`config.mk`:
```
export PLATFORM = sky130hd
export DESIGN_NAME = obj_border_detect
export DESIGN_NICKNAME = d
export VERILOG_FILES = /design/src/rtl/detect_pkg.sv /design/src/rtl/line_abs_sum.sv /design/src/rtl/obj_border_detect.sv
export SDC_FILE = /design/constraint.sdc
export NUM_CORES = 1
export LEC_CHECK = 0
export ABC_CLOCK_PERIOD_IN_PS = 18000
export CORE_MARGIN = 2
export CORE_UTILIZATION = 60
export DETAILED_ROUTE_END_ITERATION = 10
export PLACE_DENSITY_LB_ADDON = 0.12
export SLEW_MARGIN = 20
export SYNTH_ARGS = -nofsm -noshare
export SYNTH_HDL_FRONTEND = slang
export SYNTH_SLANG_ARGS = --single-unit
```
`constraint.sdc`:
```
create_clock -name i_clk -period 18 [get_ports i_clk]
set_input_delay 2.7 -clock i_clk [delete_from_list [all_inputs] [get_ports i_clk]]
set_output_delay 2.7 -clock i_clk [all_outputs]
set_load 0.05 [all_outputs]
```
`src/rtl/detect_pkg.sv`:
```
// Shared types and helpers for the droplet-border detector.
//   state_e       : detector state encoding (also driven on the debug state port)
//   clog2         : ceiling log2 for parameter arithmetic
//   word_abs_sum  : sum of |pixel| over one packed FIFO word of signed pixels
package detect_pkg;

    typedef enum logic [1:0] {
        StBgLearn = 2'd0,
        StOutObj  = 2'd1,
        StInObj   = 2'd2
    } state_e;

    // Upper bounds for the generic word helper; callers zero-extend into these.
    localparam int unsigned MAX_WORD_W = 1024;
    localparam int unsigned MAX_SUM_W  = 64;

    function automatic int unsigned clog2(input int unsigned val);
        int unsigned res;
        res = 0;
        for (int i = 0; i < 32; i++) begin
            if ((64'd1 << i) < 64'(val)) res = i + 1;
        end
        return res;
    endfunction

    // The most negative pixel yields 2^(pix_w-1): magnitude is taken in a wider
    // field, so it never overflows.
    function automatic logic [MAX_SUM_W-1:0] word_abs_sum(
        input logic [MAX_WORD_W-1:0] word,
        input int unsigned           pix_w,
        input int unsigned           n_pix
    );
        logic [MAX_SUM_W-1:0] sum;
        logic [MAX_SUM_W-1:0] pix;
        logic [MAX_SUM_W-1:0] mask;
        logic [MAX_SUM_W-1:0] sign_bit;
        sum      = '0;
        mask     = (64'd1 << pix_w) - 64'd1;
        sign_bit = 64'd1 << (pix_w - 1);
        for (int i = 0; i < int'(n_pix); i++) begin
            pix = MAX_SUM_W'(word >> (i * pix_w)) & mask;
            if ((pix & sign_bit) != '0) pix = (~pix + 64'd1) & mask;
            sum = sum + pix;
        end
        return sum;
    endfunction

endpackage

```
`src/rtl/line_abs_sum.sv`:
```
// Per-line absolute-sum accumulator.
// Adds sum(|pixel|) of every captured word into a line accumulator (modulo
// 2^SUM_W); on the last word of a line latches the total and pulses line_done
// for one enabled cycle. The next line starts with the following word.
// Optional: DETECT_SMOOTH_EN replaces the latched sum by the mean of the last
// eight line sums (ring cleared on reset and on i_clr).
// Ports:
//   i_clk, i_rst_n  clock, asynchronous active-low reset
//   i_ce            clock enable, low freezes all state
//   i_vld           i_word holds a word to consume this cycle
//   i_word          packed signed pixels, pixel 0 in LSBs
//   i_clr           clear smoothing history (background relearn)
//   o_line_sum      latched line total
//   o_line_done     one-cycle pulse, o_line_sum is fresh
module line_abs_sum
    import detect_pkg::*;
#(
    parameter int unsigned PIX_W          = 8,
    parameter int unsigned PIX_PER_WORD   = 16,
    parameter int unsigned WORDS_PER_LINE = 21,
    parameter int unsigned SUM_W          = 32
) (
    input  logic                          i_clk,
    input  logic                          i_rst_n,
    input  logic                          i_ce,
    input  logic                          i_vld,
    input  logic [PIX_W*PIX_PER_WORD-1:0] i_word,
    input  logic                          i_clr,
    output logic [SUM_W-1:0]              o_line_sum,
    output logic                          o_line_done
);

    localparam int unsigned CNT_W = clog2(WORDS_PER_LINE);

    logic [MAX_WORD_W-1:0] w_word_ext;
    logic [SUM_W-1:0]      w_word_sum;
    logic [SUM_W-1:0]      w_acc_next;
    logic [SUM_W-1:0]      w_line_val;
    logic                  w_last;

    logic [SUM_W-1:0]      r_acc;
    logic [CNT_W-1:0]      r_word_cnt;
    logic [SUM_W-1:0]      r_line_sum;
    logic                  r_line_done;

    assign w_word_ext = MAX_WORD_W'(i_word);
    assign w_word_sum = SUM_W'(word_abs_sum(w_word_ext, PIX_W, PIX_PER_WORD));
    assign w_acc_next = r_acc + w_word_sum;
    assign w_last     = (r_word_cnt == CNT_W'(WORDS_PER_LINE - 1));

`ifdef DETECT_SMOOTH_EN
    localparam int unsigned RING_W = SUM_W + 3;

    logic [SUM_W-1:0]  r_ring [8];
    logic [2:0]        r_ring_idx;
    logic [RING_W-1:0] r_ring_sum;
    logic [RING_W-1:0] w_ring_sum_next;

    // Running total of the ring: drop the oldest entry, add the new line.
    assign w_ring_sum_next = r_ring_sum - RING_W'(r_ring[r_ring_idx]) + RING_W'(w_acc_next);
    assign w_line_val      = SUM_W'(w_ring_sum_next >> 3);

    always_ff @(posedge i_clk or negedge i_rst_n) begin
        if (!i_rst_n) begin
            for (int i = 0; i < 8; i++) r_ring[i] <= '0;
            r_ring_idx <= '0;
            r_ring_sum <= '0;
        end else if (i_ce) begin
            if (i_clr) begin
                for (int i = 0; i < 8; i++) r_ring[i] <= '0;
                r_ring_idx <= '0;
                r_ring_sum <= '0;
            end else if (i_vld && w_last) begin
                r_ring[r_ring_idx] <= w_acc_next;
                r_ring_idx         <= r_ring_idx + 3'd1;
                r_ring_sum         <= w_ring_sum_next;
            end
        end
    end
`else
    logic w_unused_clr;
    assign w_unused_clr = i_clr;
    assign w_line_val   = w_acc_next;
`endif

    always_ff @(posedge i_clk or negedge i_rst_n) begin
        if (!i_rst_n) begin
            r_acc       <= '0;
            r_word_cnt  <= '0;
            r_line_sum  <= '0;
            r_line_done <= 1'b0;
        end else if (i_ce) begin
            if (i_vld) begin
                if (w_last) begin
                    r_line_sum  <= w_line_val;
                    r_acc       <= '0;
                    r_word_cnt  <= '0;
                    r_line_done <= 1'b1;
                end else begin
                    r_acc       <= w_acc_next;
                    r_word_cnt  <= r_word_cnt + 1'b1;
                    r_line_done <= 1'b0;
                end
            end else begin
                r_line_done <= 1'b0;
            end
        end
    end

    assign o_line_sum  = r_line_sum;
    assign o_line_done = r_line_done;

endmodule

```
`src/rtl/obj_border_detect.sv`:
```
// Droplet-border detector top level.
// Reads pixel words from the camera FIFO, learns a background line level over
// BG_LINES lines, then tracks object entry/exit with ENTER_CNT/EXIT_CNT line
// hysteresis and reports start line and object length.
// Optional: DETECT_SMOOTH_EN (in line_abs_sum) smooths line sums over 8 lines.
// Ports:
//   i_clk, i_reset     clock, asynchronous active-low reset
//   i_ce               clock enable; low freezes state and blocks FIFO reads
//   i_rddata           FIFO word (valid the cycle after o_rdfifo)
//   i_rdempty          FIFO empty
//   o_rdfifo           FIFO read strobe, combinational
//   i_thres            unsigned error threshold, sampled per line evaluation
//   i_bg_relearn       background relearn request, applied at next line end
//   o_obj_start/end    one-cycle event pulses
//   o_obj_line         first line of object (held)
//   o_obj_len          object length in lines, saturating (held)
//   o_line_cnt         lines completed since reset/relearn
//   o_stateoutput      current state (debug)
module obj_border_detect
    import detect_pkg::*;
#(
    parameter int unsigned PIX_W          = 8,
    parameter int unsigned PIX_PER_WORD   = 16,
    parameter int unsigned WORDS_PER_LINE = 21,
    parameter int unsigned BG_LINES       = 8,
    parameter int unsigned ENTER_CNT      = 3,
    parameter int unsigned EXIT_CNT       = 3,
    parameter int unsigned SUM_W          = 32
) (
    input  logic                          i_clk,
    input  logic                          i_reset,
    input  logic                          i_ce,
    input  logic [PIX_W*PIX_PER_WORD-1:0] i_rddata,
    input  logic                          i_rdempty,
    output logic                          o_rdfifo,
    input  logic [SUM_W-1:0]              i_thres,
    input  logic                          i_bg_relearn,
    output logic                          o_obj_start,
    output logic                          o_obj_end,
    output logic [15:0]                   o_obj_line,
    output logic [15:0]                   o_obj_len,
    output logic [15:0]                   o_line_cnt,
    output logic [1:0]                    o_stateoutput
);

    localparam int unsigned BG_SHIFT = clog2(BG_LINES);
    localparam int unsigned BG_W     = SUM_W + BG_SHIFT;

    state_e           r_state;
    logic             r_rd_vld;
    logic             r_relearn_pend;
    logic [BG_W-1:0]  r_bg_total;
    logic [SUM_W-1:0] r_bg_avg;
    logic [15:0]      r_run;
    logic [15:0]      r_line_cnt;
    logic [15:0]      r_obj_line;
    logic [15:0]      r_obj_len;
    logic [15:0]      r_last_above;
    logic             r_obj_start;
    logic             r_obj_end;

    logic             w_line_done;
    logic [SUM_W-1:0] w_line_sum;
    logic             w_relearn_apply;
    logic [SUM_W:0]   w_diff;
    logic [SUM_W-1:0] w_err;
    logic             w_above;
    logic [BG_W-1:0]  w_bg_next;
    logic [15:0]      w_run_inc;
    logic [15:0]      w_len_diff;
    logic [16:0]      w_len;

    assign o_rdfifo = i_ce & ~i_rdempty;

    // A pending word stays pending across ce-low cycles; the FIFO output holds
    // because no further strobe is issued meanwhile.
    always_ff @(posedge i_clk or negedge i_reset) begin
        if (!i_reset) begin
            r_rd_vld <= 1'b0;
        end else if (i_ce) begin
            r_rd_vld <= o_rdfifo;
        end
    end

    line_abs_sum #(
        .PIX_W          (PIX_W),
        .PIX_PER_WORD   (PIX_PER_WORD),
        .WORDS_PER_LINE (WORDS_PER_LINE),
        .SUM_W          (SUM_W)
    ) u_line_abs_sum (
        .i_clk       (i_clk),
        .i_rst_n     (i_reset),
        .i_ce        (i_ce),
        .i_vld       (r_rd_vld),
        .i_word      (i_rddata),
        .i_clr       (w_relearn_apply),
        .o_line_sum  (w_line_sum),
        .o_line_done (w_line_done)
    );

    // A request arriving on the boundary cycle itself also applies there.
    assign w_relearn_apply = i_ce & w_line_done & (r_relearn_pend | i_bg_relearn);

    assign w_diff     = {1'b0, w_line_sum} - {1'b0, r_bg_avg};
    assign w_err      = w_diff[SUM_W] ? SUM_W'(-w_diff) : w_diff[SUM_W-1:0];
    assign w_above    = (w_err > i_thres);
    assign w_bg_next  = r_bg_total + BG_W'(w_line_sum);
    assign w_run_inc  = r_run + 16'd1;
    // Modulo difference first so a line counter wrap inside an object is harmless.
    assign w_len_diff = r_last_above - r_obj_line;
    assign w_len      = {1'b0, w_len_diff} + 17'd1;

    always_ff @(posedge i_clk or negedge i_reset) begin
        if (!i_reset) begin
            r_state        <= StBgLearn;
            r_relearn_pend <= 1'b0;
            r_bg_total     <= '0;
            r_bg_avg       <= '0;
            r_run          <= '0;
            r_line_cnt     <= '0;
            r_obj_line     <= '0;
            r_obj_len      <= '0;
            r_last_above   <= '0;
            r_obj_start    <= 1'b0;
            r_obj_end      <= 1'b0;
        end else if (i_ce) begin
            r_obj_start <= 1'b0;
            r_obj_end   <= 1'b0;
            if (w_relearn_apply) begin
                r_relearn_pend <= 1'b0;
            end else if (i_bg_relearn) begin
                r_relearn_pend <= 1'b1;
            end

            if (w_line_done) begin
                r_line_cnt <= r_line_cnt + 16'd1;
                unique case (r_state)
                    StBgLearn: begin
                        if (r_line_cnt == 16'(BG_LINES - 1)) begin
                            r_bg_avg <= SUM_W'(w_bg_next >> BG_SHIFT);
                            r_state  <= StOutObj;
                            r_run    <= '0;
                        end else begin
                            r_bg_total <= w_bg_next;
                        end
                    end
                    StOutObj: begin
                        if (w_above) begin
                            if (w_run_inc == 16'(ENTER_CNT)) begin
                                r_state      <= StInObj;
                                r_obj_start  <= 1'b1;
                                r_obj_line   <= r_line_cnt - 16'(ENTER_CNT - 1);
                                r_last_above <= r_line_cnt;
                                r_run        <= '0;
                            end else begin
                                r_run <= w_run_inc;
                            end
                        end else begin
                            r_run <= '0;
                        end
                    end
                    StInObj: begin
                        if (!w_above) begin
                            if (w_run_inc == 16'(EXIT_CNT)) begin
                                r_state   <= StOutObj;
                                r_obj_end <= 1'b1;
                                r_obj_len <= w_len[16] ? 16'hFFFF : w_len[15:0];
                                r_run     <= '0;
                            end else begin
                                r_run <= w_run_inc;
                            end
                        end else begin
                            r_run        <= '0;
                            r_last_above <= r_line_cnt;
                        end
                    end
                    default: r_state <= StBgLearn;
                endcase

                // Evaluated line above keeps its outcome; relearn then overrides state.
                if (w_relearn_apply) begin
                    r_state    <= StBgLearn;
                    r_bg_total <= '0;
                    r_run      <= '0;
                    r_line_cnt <= '0;
                end
            end
        end
    end

    assign o_obj_start   = r_obj_start;
    assign o_obj_end     = r_obj_end;
    assign o_obj_line    = r_obj_line;
    assign o_obj_len     = r_obj_len;
    assign o_line_cnt    = r_line_cnt;
    assign o_stateoutput = r_state;

endmodule

```
==> results.cfg <==
[run_status]
status = finished, final reports clean

[logic_synthesis]
synth.cell_area_um2 = 21900
ys_types = 82
ys.flop_type = dfrtp_1
synth_area_leaders = dfrtp_1, ha_1, fa_1
synth_top_cell_area_share_pct = 25.5
post-synth-top-area-cell = dfrtp_1
syn_avg_cell_area_um2 = 8.39
synthCells = 2612
synth-edff-count = 0
yosysWarnings = 0
async_flop_share_pct = 100
ys_ff_latch = 223
yosysSeqAreaShare_pct = 25.5
synth_fp_nets = 3074

[worst_setup_path]
path_class = primary input to flop
cpPeakStageDelay_ns = 0.54
cp_slowest_cell = fa_1
path_buf_inv = 8
r2r_slack_ns = 10.89
worstSetupStartpointType = primary input
cp.required_ns = 18.43
crit_arrival_ns = 10.64
worstSetupEndpointType = flop
crit_family = adder cells
cp_max_fo = 14

[layout]
diodes = 0
layout-drive-gt1-share_pct = 4.00
syn2layout_area_growth_pct = 15.2
nNetsFinal = 3241
fin_util_pct = 70.6

[sta]
max_slew.worst_pin.slew_ns = 1.24
final.min_clock_period_ns = 10.21
finalHoldViolCount = 0
fin_crit_sh_pct = 56.7
report.final.slew_viol_count = 0
fin_skew_ns = 0.0240
max_freq_mhz = 97.9
max_slew_margin_pct = 17.5
final.setup.tns_ns = 0
setup_viol = 0
rsz0062_at_grt = no

[global_routing]
grt_pass1_wl_mm = 89.5
grt_remaining_overflow = 0
grt_util_all_layers_pct = 28.3
grt_pass1_vias = 18500
grt_max_degree = 95
antenna_found_initial = 0

[route]
drc = 0
wl_met1_mm = 24.3
dr_wl_met3_mm = 2.50
top_layer = met4
first_pass_iters = 6
antenna_left = 0
wl_mm = 54.2
avgViaCountPerCell = 5.83
drt_iter0_markers = 1049
wl_met2_mm = 25.9
vias = 19000
avgRoutedWirePerCell_um = 16.6

[floorplanning]
rows = 69
core_um2 = 35700
die_area_um2 = 38100
die_y_um = 195
initial_core_util_pct = 61.3
io_pins = 218
die_width_um = 195

[clocking]
cts_max_level = 1
numClockSinks = 223
clk_pin_slew_worst_paths_ns = 0.06
cts_tree = done
post-cts-setup-buffers = 0
numCtsBuffers = 25
clock_path_buffers = 3
cts_resized = 0
cts_root_buf = clkbuf_16
postCtsHoldBufs = 0
clkLatencyLatePin_ns = 0.55

[pwr]
p_leak_nw = 11.7
sw_frac_of_total_pct = 52.4
powerDensity_nw_per_um2 = 200
p_comb_share_pct = 78.0
p_switching_mw = 2.64
irDropWorstVdd_mv = 0.697
intPower_mw = 2.39
seq_power_share_pct = 12.0
total_power_mw = 5.04
p_clk_share_pct = 10.0

[flow_run]
cap_violations = 0

[worst_hold_path]
hold_path_class = flop to flop

[placement]
place_congestion = 0.886
dp_hpwl_mm = 43.6
io_buffers = 217
==> routing by layer <==
layer / track usage [%] / vias to the layer above
met5: 0 / -
li1: - / 9341
met2: 49.1 / 517
met1: 38.1 / 9070
met3: 2.02 / 85
met4: 8.43 / 0
==> path summary, 6_finish.rpt <==
kind / endpoint / from / depth (start not counted)
max in group asynchronous: r_bg_avg[9]$_DFFE_PN0P_ / i_reset / 3
hold reg to reg: u_line_abs_sum.r_acc[0]$_DFFE_PN0P_ / u_line_abs_sum.r_acc[0]$_DFFE_PN0P_ / 2
hold / removal: u_line_abs_sum.r_acc[0]$_DFFE_PN0P_ / u_line_abs_sum.r_acc[0]$_DFFE_PN0P_ / 2
min in group asynchronous: r_run[6]$_DFFE_PN0P_ / i_reset / 1
setup reg to reg: o_obj_len[14]$_DFFE_PN0P_ / u_line_abs_sum.o_line_sum[0]$_DFFE_PN0P_ / 24
setup / recovery: u_line_abs_sum.r_acc[18]$_DFFE_PN0P_ / i_rddata[0] / 33
==> cell usage after synthesis, types with 28 or more instances <==
| cell | number |
|---|---|
| nand3_1 | 64 |
| nor4_1 | 28 |
| a21o_1 | 53 |
| nor2_1 | 158 |
| xnor2_1 | 156 |
| nor3_1 | 41 |
| o31ai_1 | 33 |
| ha_1 | 184 |
| inv_1 | 288 |
| xor2_1 | 80 |
| clkbuf_1 | 82 |
| nand2b_1 | 45 |
| nand2_1 | 286 |
| fa_1 | 113 |
| o21ai_0 | 224 |
| a21oi_1 | 151 |
| dfrtp_1 | 223 |
| nand4_1 | 36 |
| or3_1 | 29 |
==> final cells by class <==
class	count	area, um2
flip-flops and latches	223	5580
fillers	2897	10500
repair buffers	227	2250
clock inverters	16	130
inverters	288	1080
clock buffers	30	684
multi-input cells	2014	14900
well taps	461	577
==> cell families after synthesis <==
logic type,share of synthesized area (%)
AOI/OAI and AO/OA,18.0
xor gates and xnor gates,9.44
adders and majority gates,20.8
buffers and inverters,6.44
DFF,25.5
muxes,1.66
and+or+nand+nor,18.2
==> state kept, by name (all words and copies together) (netlist names) <==
signal                      cells
u_line_abs_sum.r_word_cnt       5
r_rd_vld                        1
o_obj_line                     16
o_line_cnt                     16
u_line_abs_sum.r_acc           32
o_obj_start                     1
r_bg_avg                       32
o_obj_len                      16
u_line_abs_sum.o_line_sum      32
o_stateoutput                   2
u_line_abs_sum.o_line_done      1
r_last_above                   16
r_relearn_pend                  1
o_obj_end                       1
r_bg_total                     35
r_run                          16
==> tightest hold or removal path, stage by stage (launching register included) <==
cell,delay (ns)
dfrtp_1,0.35
nand2_1,0.05
nand2_1,0.05
==> power by group through the flow <==
stage          sequential (mW)  clock (mW)  combinational, mW
4_1_cts                  0.606       0.511               3.93
6_report                 0.607       0.503               3.93
5_1_grt                  0.612       0.531               4.37
3_5_place_dp             0.614           0               3.91
3_3_place_gp             0.611           0               3.72
2_1_floorplan            0.612           0               2.72
==> stage by stage <==
step                setup WS (ns)  cell area [um2]  instances  hold slack [ns]
floorplan                    8.26            21900       2612            0.445
global placement             7.15            24400       3213            0.459
detailed placement           6.91            24400       3213            0.468
CTS                          7.48            25200       3259            0.481
global route                 7.20            25200       3259            0.510
finish                       7.79            25200       3259            0.478
==> placed cells by master, fill, tap and decap left out, types with 41 or more instances in the layout <==
master / Yosys / final
dfrtp_1: 223 / 223
inv_1: 288 / 288
xor2_1: 80 / 80
nand3_1: 64 / 64
fa_1: 113 / 113
nand2_1: 286 / 286
xnor2_1: 156 / 156
o21ai_0: 224 / 223
a21oi_1: 151 / 151
nand2b_1: 45 / 45
ha_1: 184 / 184
nor2_1: 158 / 156
nor3_1: 41 / 41
clkdlybuf4s50_1: 0 / 216
a21o_1: 53 / 53
Note: power is estimated with default switching activity, not from simulation.
==> edit (same settings) <==
`PIX_W` is set to 8 in 2 places; all go to 10.
--- a/src/rtl/line_abs_sum.sv
+++ b/src/rtl/line_abs_sum.sv
@@ -15,7 +15,7 @@
 module line_abs_sum
     import detect_pkg::*;
 #(
-    parameter int unsigned PIX_W          = 8,
+    parameter int unsigned PIX_W          = 10,
     parameter int unsigned PIX_PER_WORD   = 16,
     parameter int unsigned WORDS_PER_LINE = 21,
     parameter int unsigned SUM_W          = 32
--- a/src/rtl/obj_border_detect.sv
+++ b/src/rtl/obj_border_detect.sv
@@ -19,7 +19,7 @@
 module obj_border_detect
     import detect_pkg::*;
 #(
-    parameter int unsigned PIX_W          = 8,
+    parameter int unsigned PIX_W          = 10,
     parameter int unsigned PIX_PER_WORD   = 16,
     parameter int unsigned WORDS_PER_LINE = 21,
     parameter int unsigned BG_LINES       = 8,
Interface: changed (resized i_rddata); port bits go from 218 to 250. The function was not compared with the original's and may differ.
==> edit against the unedited design <==
- register-to-register slack got worse by 0.15 ns
- design area is 6.4% higher
- hold slack better by 0.0023 ns
- sequential cell count is the same
- highest routed layer unchanged
- worst setup slack got worse by 0.96 ns
- routed wire length grew 14%
- area after synthesis grew 5.6%
- critical endpoint is now u_line_abs_sum.o_line_sum[21]
Power is not shown: default switching activity piles up to over one toggle a cycle in this logic, so the estimate is an artifact.
==> edit: results (changes against the unedited design) <==
status -> completed
hold path endpoint -> r_bg_avg[30]
layout cells sized above 1 -> 4.339% (+0.34 points)
Worst-Skew Late Latency -> 0.57 ns (+0.02 ns)
Design Area, Final -> 26850 um2 (+6.4%)
placer's final routability congestion estimate -> 0.9432 (+6.4%)
NonClk Buf Share -> 9.510% (+0.58 points)
WHS -> 0.4799 ns (+0.002265 ns)
sequential area share after synthesis -> 24.11% (-1.4 points)
synth cell count leaders -> 327 x inv_1, 265 x nand2_1, 223 x dfrtp_1
total track usage -> 30.53% (+2.2 points)
largest net degree at the start of global routing -> 83 (-13%)
crit-path max FO -> 7 (-7)
HPWL after DPL -> 49.98 mm (+15%)
CTS Buf Count -> 27 (+8.0%)
first-pass GRT wire length -> 100.9 mm (+13%)
main area contributors after synthesis -> dfrtp_1 24%, fa_1 12%, ha_1 10%, xnor2_1 7.5%, inv_1 5.3%
vias in the first global route -> 19830 (+7.5%)
Multi-input comb cells -> 2048 (+1.7%)
Clock-cell share -> 3.168% (-0.060 points)
Worst Skew -> 0.02684 ns (+0.002849 ns)
Inverters -> 327 (+14%)
synth unique cells -> 83 (+1.2%)
Starting DRT DRC Count -> 1126 (+7.3%)
Worst R2R End -> o_obj_len[12]
[edit: cell types whose count changed after synthesis, sizes merged, moves of 16 or more]
cell   unedited run  this run
a21oi           151       126
a22o              8        38
fa              113       141
inv             288       327
mux2             26        47
nand2           286       265
nor4             29        13
o21ai           229       191
xnor2           156       199
[edit: tightest hold or removal path, cell delays in order, from the launching register on]
cell and delay (ns):
dfrtp_1 0.34, nand2_1 0.04, o21ai_0 0.06
[edit: layer usage]
layer | global-route usage [%] | part of all wire, %
met1 | 41.97 | 45
met2 | 52.11 | 48
met3 | 3.824 | 5.4
met4 | 6.164 | 1.9
met5 | 0 | 0
[edit: logic make-up after synthesis]
kind of cell             count (synthesis)  share of synthesized area [%]
flip-flops                             223                          24.11
multiplexers                            56                          2.676
AND/OR/NAND/NOR                        758                          16.01
XOR/XNOR                               274                          10.37
adder cells (fa/ha/maj)                329                          22.36
buffers and inverters                  417                          6.812
AO/OA/AOI/OAI                          631                          17.66
